## config.mk

```make
export PLATFORM = sky130hd
export DESIGN_NAME = alu_seq
export DESIGN_NICKNAME = d
export VERILOG_FILES = /design/src/rtl/alu_pkg.sv /design/src/rtl/alu_mul_iter.sv /design/src/rtl/alu_seq.sv
export SDC_FILE = /design/constraint.sdc
export NUM_CORES = 1
export LEC_CHECK = 0
export ABC_AREA = 1
export CORE_MARGIN = 2
export CORE_UTILIZATION = 50
export CTS_CLUSTER_SIZE = 25
export DETAILED_ROUTE_END_ITERATION = 16
export PLACE_DENSITY = 0.92
export SYNTH_ARGS = -nofsm -noshare
export SYNTH_HDL_FRONTEND = slang
export SYNTH_HIERARCHICAL = 1
export SYNTH_SLANG_ARGS = --single-unit
```

## constraint.sdc

```tcl
create_clock -name clk -period 6.7 [get_ports clk]
set_input_delay 1.34 -clock clk [delete_from_list [all_inputs] [get_ports clk]]
set_output_delay 1.34 -clock clk [all_outputs]
set_load 0.01 [all_outputs]
```

## src/rtl/alu_pkg.sv

```systemverilog
// Shared definitions for the sequential ALU: opcode encodings, opcode width
// and the controller state encoding.
package alu_pkg;

  localparam int OP_W = 4;

  localparam logic [OP_W-1:0] OP_ADD = 4'b0000;
  localparam logic [OP_W-1:0] OP_SHR = 4'b0001;
  localparam logic [OP_W-1:0] OP_SHL = 4'b0010;
  localparam logic [OP_W-1:0] OP_NOT = 4'b0011;
  localparam logic [OP_W-1:0] OP_AND = 4'b0100;
  localparam logic [OP_W-1:0] OP_OR  = 4'b0101;
  localparam logic [OP_W-1:0] OP_XOR = 4'b0110;
  localparam logic [OP_W-1:0] OP_CMP = 4'b0111;
  localparam logic [OP_W-1:0] OP_MUL = 4'b1000;

  typedef enum logic [1:0] {
    IDLE = 2'd0,
    BUSY = 2'd1,
    DONE = 2'd2
  } state_t;

endpackage

```

## src/rtl/alu_mul_iter.sv

```systemverilog
// Iterative unsigned shift-and-add multiplier, one multiplier bit per clock.
// start loads the operands; WIDTH steps follow. done is high during the cycle
// in which the final step is applied, and product then carries the completed
// result (it is the combinational output of that final step). product is only
// meaningful while done is high.
module alu_mul_iter
#(
  parameter int WIDTH = 8
)(
  input  logic               clk,
  input  logic               reset,
  input  logic               start,
  input  logic [WIDTH-1:0]   a,
  input  logic [WIDTH-1:0]   b,
  output logic               busy,
  output logic               done,
  output logic [2*WIDTH-1:0] product
);

  localparam int CW = $clog2(WIDTH + 1);

  logic [WIDTH-1:0]   mcand;
  logic [2*WIDTH-1:0] acc;
  logic [2*WIDTH-1:0] acc_next;
  logic [WIDTH:0]     sum;
  logic [CW-1:0]      cnt;

  // One step: add the multiplicand into the high half when the current
  // multiplier bit (acc[0]) is set, then shift the whole accumulator right.
  always_comb begin
    sum      = {1'b0, acc[2*WIDTH-1:WIDTH]} + (acc[0] ? {1'b0, mcand} : {(WIDTH+1){1'b0}});
    acc_next = {sum, acc[WIDTH-1:1]};
  end

  assign done    = busy && (cnt == CW'(1));
  assign product = acc_next;

  // Operand load on start, then WIDTH accumulate/shift steps.
  always_ff @(posedge clk) begin
    if (reset) begin
      busy  <= 1'b0;
      cnt   <= '0;
      acc   <= '0;
      mcand <= '0;
    end else if (start) begin
      busy  <= 1'b1;
      cnt   <= CW'(WIDTH);
      acc   <= {{WIDTH{1'b0}}, b};
      mcand <= a;
    end else if (busy) begin
      acc <= acc_next;
      cnt <= cnt - CW'(1);
      if (cnt == CW'(1)) begin
        busy <= 1'b0;
      end
    end
  end

endmodule

```

## src/rtl/alu_seq.sv

```systemverilog
// Registered ALU with valid/ready handshakes on both sides.
// Optional feature macro: ALU_MUL_EN -- when defined, opcode 1000 is an
// iterative unsigned multiply (alu_mul_iter); otherwise it is reserved and
// out_hi is tied to zero.
//
// state | meaning
// IDLE  | waiting for an operation, in_ready = 1
// BUSY  | multiply in progress, in_ready = 0
// DONE  | result presented (out_valid = 1), held until out_ready
module alu_seq
  import alu_pkg::*;
#(
  parameter int WIDTH = 8
)(
  input  logic             clk,
  input  logic             reset,
  input  logic             in_valid,
  output logic             in_ready,
  input  logic [WIDTH-1:0] a,
  input  logic [WIDTH-1:0] b,
  input  logic             carry_in,
  input  logic [OP_W-1:0]  op,
  output logic             out_valid,
  input  logic             out_ready,
  output logic [WIDTH-1:0] out,
  output logic [WIDTH-1:0] out_hi,
  output logic             flag_a,
  output logic             flag_e,
  output logic             flag_z,
  output logic             flag_c
);

  state_t           state;
  state_t           state_next;
  logic             accept;
  logic             is_mul;
  logic [WIDTH-1:0] res;
  logic             res_c;
  logic [WIDTH:0]   add_sum;

  assign add_sum = {1'b0, a} + {1'b0, b} + {{WIDTH{1'b0}}, carry_in};

  // Single-cycle result and carry; reserved opcodes (and MUL, which takes
  // its own path) fall through to zero.
  always_comb begin
    res   = '0;
    res_c = 1'b0;
    case (op)
      OP_ADD: {res_c, res} = add_sum;
      OP_SHR: begin
        res   = {carry_in, b[WIDTH-1:1]};
        res_c = b[0];
      end
      OP_SHL: begin
        res   = {b[WIDTH-2:0], carry_in};
        res_c = b[WIDTH-1];
      end
      OP_NOT: res = ~a;
      OP_AND: res = a & b;
      OP_OR:  res = a | b;
      OP_XOR: res = a ^ b;
      OP_CMP: res = a ^ b;
      default: ;
    endcase
  end

`ifdef ALU_MUL_EN
  assign is_mul = (op == OP_MUL);
`else
  assign is_mul = 1'b0;
`endif

  assign accept = in_valid & in_ready;

`ifdef ALU_MUL_EN
  logic                 mul_busy;
  logic                 mul_done;
  logic [2*WIDTH-1:0]   mul_product;
  logic                 mul_a;
  logic                 mul_e;

  alu_mul_iter #(.WIDTH(WIDTH)) u_mul (
    .clk     (clk),
    .reset   (reset),
    .start   (accept & is_mul),
    .a       (a),
    .b       (b),
    .busy    (mul_busy),
    .done    (mul_done),
    .product (mul_product)
  );

  // A/E for a multiply come from the operands at accept time; keep them
  // aside so the visible flags only change when the product lands.
  always_ff @(posedge clk) begin
    if (reset) begin
      mul_a <= 1'b0;
      mul_e <= 1'b0;
    end else if (accept && is_mul) begin
      mul_a <= (a > b);
      mul_e <= (a == b);
    end
  end
`endif

  // Next-state and handshake outputs.
  always_comb begin
    state_next = state;
    in_ready   = 1'b0;
    out_valid  = 1'b0;
    case (state)
      IDLE: begin
        in_ready = 1'b1;
        if (in_valid) begin
          state_next = is_mul ? BUSY : DONE;
        end
      end
      BUSY: begin
`ifdef ALU_MUL_EN
        if (mul_done) begin
          state_next = DONE;
        end else if (!mul_busy) begin
          state_next = IDLE;
        end
`else
        state_next = IDLE;
`endif
      end
      DONE: begin
        out_valid = 1'b1;
        in_ready  = out_ready;
        if (out_ready) begin
          if (in_valid) begin
            state_next = is_mul ? BUSY : DONE;
          end else begin
            state_next = IDLE;
          end
        end
      end
      default: state_next = IDLE;
    endcase
  end

  // State register.
  always_ff @(posedge clk) begin
    if (reset) begin
      state <= IDLE;
    end else begin
      state <= state_next;
    end
  end

  // Result/flag registers: loaded on a single-cycle accept or when the
  // multiply finishes, otherwise held.
  always_ff @(posedge clk) begin
    if (reset) begin
      out    <= '0;
      flag_a <= 1'b0;
      flag_e <= 1'b0;
      flag_z <= 1'b0;
      flag_c <= 1'b0;
    end else if (accept && !is_mul) begin
      out    <= res;
      flag_a <= (a > b);
      flag_e <= (a == b);
      flag_z <= (res == '0);
      flag_c <= res_c;
    end
`ifdef ALU_MUL_EN
    else if (mul_done) begin
      out    <= mul_product[WIDTH-1:0];
      flag_a <= mul_a;
      flag_e <= mul_e;
      flag_z <= (mul_product[WIDTH-1:0] == '0);
      flag_c <= (mul_product[2*WIDTH-1:WIDTH] != '0);
    end
`endif
  end

`ifdef ALU_MUL_EN
  // High half is only ever non-zero after a multiply.
  always_ff @(posedge clk) begin
    if (reset) begin
      out_hi <= '0;
    end else if (accept && !is_mul) begin
      out_hi <= '0;
    end else if (mul_done) begin
      out_hi <= mul_product[2*WIDTH-1:WIDTH];
    end
  end
`else
  assign out_hi = '0;
`endif

endmodule

```

After elaboration in Yosys (flattened, before gate mapping)
Index checks and enable logic that the tools add are counted.
- flip-flop bits (word level): 14
- logic and storage cells: 38
- $add $sub $neg: 2
- magnitude comparators: 1
- equality and inequality tests: 11
- multiplexer cells: 8
- bitwise logic cells: 5
- reductions and logical operators: 5
- operators with widths (operator ; count):
    $pmux 8 s7 ; 1
    $eq 4x3->1 const B ; 4
    $add 8x8->9 ; 1
    $add 9x1->9 ; 1
    $and 8x8->8 ; 1
    $eq 4x2->1 const B ; 2
    $eq 8x8->1 ; 1
    $gt 8x8->1 ; 1
    $logic_not 8->1 ; 1
    $not 8->8 ; 1
    $or 8x8->8 ; 1
    $xor 8x8->8 ; 1
    $mux 2 ; 3
    $eq 4x1->1 const B ; 1
    $logic_not 4->1 ; 1
    $ne 2x2->1 const B ; 2
    $pmux 2 s2 ; 1
    $pmux 1 s3 ; 1
    $eq 2x2->1 const B ; 1
    $logic_not 2->1 ; 1
    $pmux 1 s2 ; 1
    $reduce_and 2->1 ; 1
    $reduce_or 2->1 ; 1
    $and 1x1->1 ; 1
    $mux 1 ; 1

Logic depth before layout (Yosys ltp)
Gate-level depths: netlist (run 1).
- depth after elaboration: 4
- mapped depth: 14
- depth with buffers taken out: 14

Worst setup path after synthesis (run 1)
OpenSTA, ideal clock, no wires.
- path type: input -> register
- start point: input a[0]
- end point: register flag_z
- arrival time: 2952 ps
- slack: 3681 ps
- stages: 13
- cell sequence: fa_1 -> fa_1 -> nand2_1 -> nand2_1 -> nand2_1 -> nand2_1 -> nand3_1 -> nand2_1 -> nor2_1 -> nand2_1 -> nor2_1 -> nand3_1 -> a21oi_2
- cells in the longest elaborated chain, start to end: 4
- elaborated cells on any way between the ends: 8
- those cells by class: add/sub: 2; mux: 1; bitwise: 4; reduce/logical: 1
- ends and longest elaborated chain (what ; RTL line ; RTL):
    start, declared ; alu_seq.sv:19 ; input logic [WIDTH-1:0] a,
    $add 8x8->9 ; alu_seq.sv:41 ; assign add_sum = {1'b0, a} + {1'b0, b} + {{WIDTH{1'b0}}, carry_in};
    $add 9x1->9 ; alu_seq.sv:41 ;
    $pmux 8 s7 (*) ; alu_seq.sv:48 ; case (op)
    $logic_not 8->1 (*) ; alu_seq.sv:166 ; flag_z <= (res == '0);
    end signal, assigned ; alu_seq.sv:166 ;
    end, declared ; alu_seq.sv:29 ; output logic flag_z,
Mark *: on every way between the ends. The rest lies on a longest branch, timed or not.
A chain may end at the register's enable or synchronous reset.

Final worst setup path (run 1)
- start point: input out_ready
- end point: output in_ready
- cells in the longest elaborated chain, start to end: 1
- ends and longest elaborated chain (what ; RTL line ; RTL):
    start, declared ; alu_seq.sv:24 ; input logic out_ready,
    $pmux 1 s2 ; alu_seq.sv:111 ; case (state)
    end, declared ; alu_seq.sv:18 ; output logic in_ready,
No other way between the ends.

==> out/qor.yml, run 1 <==
run_status: "finished, final reports clean"
drv_cap: 0
layout.nets: 398
setup_viol: 0
cts-root-buf: "clkbuf_8"
place.gp.congestion: 0.9433
drc: 0
cts.clk_slew.worst_paths_ps: 50
clk_latency_ps: 250
design_area_um2: 2260
ir_drop_uv: 50.07
drt-vias-per-instance: 5.114
fin_ws_ps: 2918
wirelength_mm: 4.569
portBuffers: 38
grt-ovfl-total: 0
grt_pass1_wl_mm: 7.389
finalCritPeriodShare_pct: 56.45
cp.required_ps: 5360
area_growth_syn_to_layout_pct: 20.64
path_cells: "clkdlybuf4s50_1 > inv_1 > nand2_1 > clkdlybuf4s50_1"
hpwl_mm: 3.572
start_util_pct: 51.55
rsz0062_at_grt: "no"
hold_viol_final: 0
wl_per_cell_um: 11.60
rows: 22
vias: 2015
io_pins: 47
dp_cells: 390
cp-start-kind: "primary input"
syn_area_um2: 1873
fin_skew_ps: 3.041
postLayoutCoreUtil_pct: 62.19
hp-start: "flag_a"
finalSetupTns_ps: 0
ctsResizeCount: 0
dr.pass1.iters: 6
crit_top_cell: "clkdlybuf4s50_1"
fin_crit_ps: 3782
grt_usage_pct: 21.40
criticalPathCategory: "in -> out"
pre_cts_slack_ps: 2909
total_leakage_power_nw: 1.221
powerDensity_nw_per_um2: 124.1
ff2ff_path_depth: 6
die_h_um: 65.21
path_buf_inv: 3
clock_path_buffers: 2
cts_setup_buffers: 0
antennaDiodeCount: 0
r2r_start: "state[1]"
drive_gt1_share_pct: 3.757
slew_headroom_pct: 56.98
cts_max_level: 1
worstSetupStartpoint: "out_ready"
slew_viol_final: 0
initialDrtViolationCount: 118
synth-seq-cells: 13
synth_top_cell_by_area: "ha_1"
min_path_type: "reg -> reg"
crit_arrival_ps: 2440
avgSynthCellArea_um2: 5.984
path_max_fanout: 3
post_dp_cell_area_um2: 2215
max_freq_ghz: 0.2644
clkSinkCount: 13
top_layer_used: "met4"
antenna_found_initial: 0
yosys_warnings: 6
max_stage_delay_ps: 540
path_delay_family: "buffers and inverters"
synth_cell_types: 28
critical_path.endpoint_type: "primary output"
die_w_um: 65.21
cts-buffers-inserted: 3
mostFrequentLayoutCell: "nand2_1"
grt_start_max_net_pins: 26
cp-endpoint: "in_ready"
drt-met1-wl_mm: 1.996
crit_cells: 4
ant_nets: 0
worst_path_max_delay_cell: "clkdlybuf4s50_1"
fillers: 347
r2r_slack_ps: 5180
die_area_um2: 4252
wl_met3_um: 320
mostFrequentLayoutCells: "nand2_1, inv_1, nand3_1, clkdlybuf4s50_1, nor2_1"
r2r-end: "out[2]"
met2_length_mm: 2.216
syn-instance-count: 313
fin_cells: 394
worstMarginPinSlew_ps: 644.5
cts_hold_buf: 0
synthTopCellsByArea: "ha_1, nand2_1, dfxtp_1"
core_area_um2: 3633
tritoncts: "done"
synth_top_area_share_pct: 16.03
ys_seq_area_share_pct: 13.89
first_global_vias: 1773
[through the flow]
step | hold WS [ps] | power (mW)
3_3_place_gp | 451.5 | 0.2061
4_1_cts | 473.0 | 0.2785
3_5_place_dp | 465.0 | 0.2091
5_1_grt | 499.4 | 0.2974
6_report | 470.9 | 0.2805
2_1_floorplan | 487.5 | 0.1676
[synth_stat cells]
| cell type | n |
|---|---|
| nand2_1 | 75 |
| inv_1 | 53 |
| nand3_1 | 47 |
| nor2_1 | 32 |
| ha_1 | 24 |
| a21oi_1 | 13 |
| dfxtp_1 | 13 |
| o21ai_0 | 11 |
| buf_4 | 9 |
| buf_6 | 4 |
| nor2_2 | 4 |
| o211ai_1 | 4 |
| nand3b_1 | 3 |
| nand4_1 | 3 |
| clkbuf_1 | 2 |
| fa_1 | 2 |
| nor2_4 | 2 |
| o21ai_1 | 2 |
| a21oi_2 | 1 |
| buf_2 | 1 |
| conb_1 | 1 |
| inv_2 | 1 |
| nand3_2 | 1 |
| nor3_1 | 1 |
| nor3_2 | 1 |
| o311ai_0 | 1 |
| or2_0 | 1 |
| or2_1 | 1 |
[power by group]
part / total [mW] / leakage (nW) / switching [mW] / internal, mW
registers: 0.0858 / 0.107 / 0.00264 / 0.0831
logic: 0.124 / 1.09 / 0.0733 / 0.0508
clock network: 0.0706 / 0.0228 / 0.0285 / 0.0421
total: 0.280 / 1.22 / 0.104 / 0.176
[area by class of cell]
type                       instances  area (um2)  share of cell area (%)
timing repair buffer              38       380.4                   16.83
sequential                        13       260.3                   11.52
clock buffer                       4       45.04                   1.993
tap                               48       60.06                   2.658
multi-input combinational        237        1311                   58.03
inverter                          54       202.7                   8.970
[layer usage]
layer / vias up / track usage, %
met4: 0 / 6.510
met5: - / 0
met1: 896 / 25.63
met3: 4 / 1.884
li1: 1039 / -
met2: 76 / 40.05
[worst register-to-register path, stage by stage (launching register included)]
cell and delay, ps:
dfxtp_1 310, nand2_1 90, nand2_1 240, inv_1 370
o21ai_0 150, or2_1 250, inv_1 50
[how the worst min path moves through the flow]
stage | endpoint | slack, ps | cells after the start
5_1_grt | flag_a | 500 | 2
6_report | flag_a | 470 | 2
4_1_cts | flag_a | 470 | 2
3_5_place_dp | flag_a | 460 | 2
3_3_place_gp | flag_a | 450 | 2
2_1_floorplan | flag_a | 490 | 2
[cell families (layout without fill, tap and decap cells)]
family / count (synthesis) / after routing / synth area share, %
other: 1 / 8 / 0.2002
buffers and inverters: 70 / 96 / 17.50
DFF: 13 / 13 / 13.89
AOI/OAI and AO/OA: 32 / 32 / 9.486
adders and majority gates: 26 / 26 / 18.17
and+or+nand+nor: 171 / 171 / 40.75
[state kept, by name, summed over array words and instances, names as in the netlist]
register  cells
flag_c        1
out           8
state         1
flag_e        1
flag_z        1
flag_a        1
(Power assumes the default switching activity.)
==> run 2: changes to the inputs <==
CORE_UTILIZATION = 45   (was 50)
PLACE_DENSITY = 0.88   (was 0.92)
clock period = 3.1 ns   (was 6.7 ns; I/O delays follow)
==> out/qor.yml, run 2 (synthesis results as in run 1) <==
run_status: "finished, final reports clean"
cp.required_ps: 3280  # -2080 ps
worst_path_max_delay_cell: "fa_1"
slew_headroom_pct: 66.33  # +9.3 points
hold_viol_final: 0  # unchanged
cp-start-kind: "primary input"
antennaDiodeCount: 0  # unchanged
ir_drop_uv: 190.8  # +280%
drv_cap: 0  # unchanged
drt-vias-per-instance: 5.195  # +1.6%
r2r_slack_ps: 1650  # -3530 ps
cts.clk_slew.worst_paths_ps: 60  # about the same
die_h_um: 68.52  # +5.1%
rsz0062_at_grt: "no"
fillers: 396  # +14%
cts_setup_buffers: 0  # unchanged
grt_start_max_net_pins: 21  # -19%
antenna_found_initial: 0  # unchanged
cts-root-buf: "clkbuf_8"
clk_latency_ps: 240  # about the same
clock_path_buffers: 2  # unchanged
die_w_um: 68.52  # +5.1%
dr.pass1.iters: 5  # -1
regMostFlops: "out"
core_area_um2: 4000  # +10%
setup_viol: 0  # unchanged
rows: 23  # +4.5%
powerDensity_nw_per_um2: 267.7  # +120%
path_max_fanout: 3  # unchanged
grt-ovfl-total: 0  # unchanged
start_util_pct: 46.83  # -4.7 points
worstMarginPinSlew_ps: 504.6  # -140.0 ps
criticalPathCategory: "in -> reg"
die_area_um2: 4694  # +10%
min_path_type: "reg -> reg"
tritoncts: "done"
finalCritPeriodShare_pct: 88.20
layout.nets: 402  # +1.0%
cts_max_level: 1  # unchanged
place.gp.congestion: 0.9260  # -1.8%
grt_usage_pct: 23.12  # +1.7 points
fin_crit_ps: 2734
drc: 0  # unchanged
fin_skew_ps: 2.240  # -0.8012 ps
slew_viol_final: 0  # unchanged
r2r_start: "state[1]"
path_cells: "clkdlybuf4s50_1 > fa_1 > fa_1 > nand2_1 > nand2_1 > nand2_1 > nand2_1 > nand3_1 > nand2_1 > nor2_1 > nand2_1 > nor2_1 > nand3_1 > a21oi_2"
cts-buffers-inserted: 3  # unchanged
largest_register_ffs: 8  # unchanged
grt_pass1_wl_mm: 8.280  # +12%
critical_path.endpoint_type: "flop"
max_freq_ghz: 0.3657
io_pins: 47  # unchanged
crit_arrival_ps: 2910  # +470 ps
ff2ff_path_depth: 6  # unchanged
mostFrequentLayoutCell: "nand2_1"
wl_per_cell_um: 12.43  # +7.2%
ctsResizeCount: 0  # unchanged
max_stage_delay_ps: 530  # about the same
vias: 2078  # +3.1%
initialDrtViolationCount: 131  # +11%
first_global_vias: 1895  # +6.9%
clkSinkCount: 13  # unchanged
crit_top_cell: "nand2_1"
hpwl_mm: 3.957  # +11%
total_leakage_power_nw: 1.241  # +1.7%
mostFrequentLayoutCells: "nand2_1, inv_1, nand3_1, clkdlybuf4s50_1, nor2_1"
drive_gt1_share_pct: 4.857  # +1.1 points
area_growth_syn_to_layout_pct: 22.38
post_dp_cell_area_um2: 2247  # +1.5%
design_area_um2: 2292  # +1.4%
ant_nets: 0  # unchanged
whs_path_depth: 2  # unchanged
hp-start: "flag_a"
finalSetupTns_ps: 0  # unchanged
wirelength_mm: 4.973  # +8.8%
cts_hold_buf: 0  # unchanged
portBuffers: 38  # unchanged
worstSetupStartpoint: "a[0]"
run 2: stage by stage:
stage	hold WS, ps	util [%]	std cells	total power, mW	setup slack (ps)
3_5_place_dp	464.6	56.18	396	0.4601	135.7
5_1_grt	501.8	57.30	400	0.6641	156.0
6_report	467.8	57.30	400	0.6136	365.7
4_1_cts	475.1	57.30	400	0.6148	384.0
2_1_floorplan	487.5	-	320	0.3622	801.4
3_3_place_gp	457.6	56.18	396	0.4552	218.0
run 2: worst paths after layout:
check / to
max: flag_z
min: flag_a
max reg2reg: out[2]
min reg2reg: flag_a
run 2: power breakdown:
part	internal (mW)	switching, mW
Clock	0.0909	0.0627
Sequential	0.180	0.00656
Combinational	0.114	0.160
Total	0.384	0.229
run 2: layer usage:
metal / vias to the layer above / track usage, % / part of all wire (%)
li1: 1044 / - / -
met1: 915 / 29.42 / 43
met2: 102 / 39.54 / 48
met3: 17 / 2.760 / 7.1
met4: 0 / 9.000 / 2.1
met5: - / 0 / 0
run 2: cell type report:
cell class / count / area (um2) / area share [%]
Clock buffer: 4 / 45.04 / 1.965
Inverter: 54 / 202.7 / 8.843
Multi-Input combinational cell: 237 / 1311 / 57.21
Sequential cell: 13 / 260.3 / 11.35
Tap cell: 50 / 62.56 / 2.729
Timing Repair Buffer: 42 / 410.4 / 17.90
run 2: critical path: cells and delay by family:
family | cells | cell delay (ps)
AOI/OAI and AO/OA | 1 | 110
adders and majority gates | 2 | 950
buffers and inverters | 1 | 470
and+or+nand+nor | 10 | 780
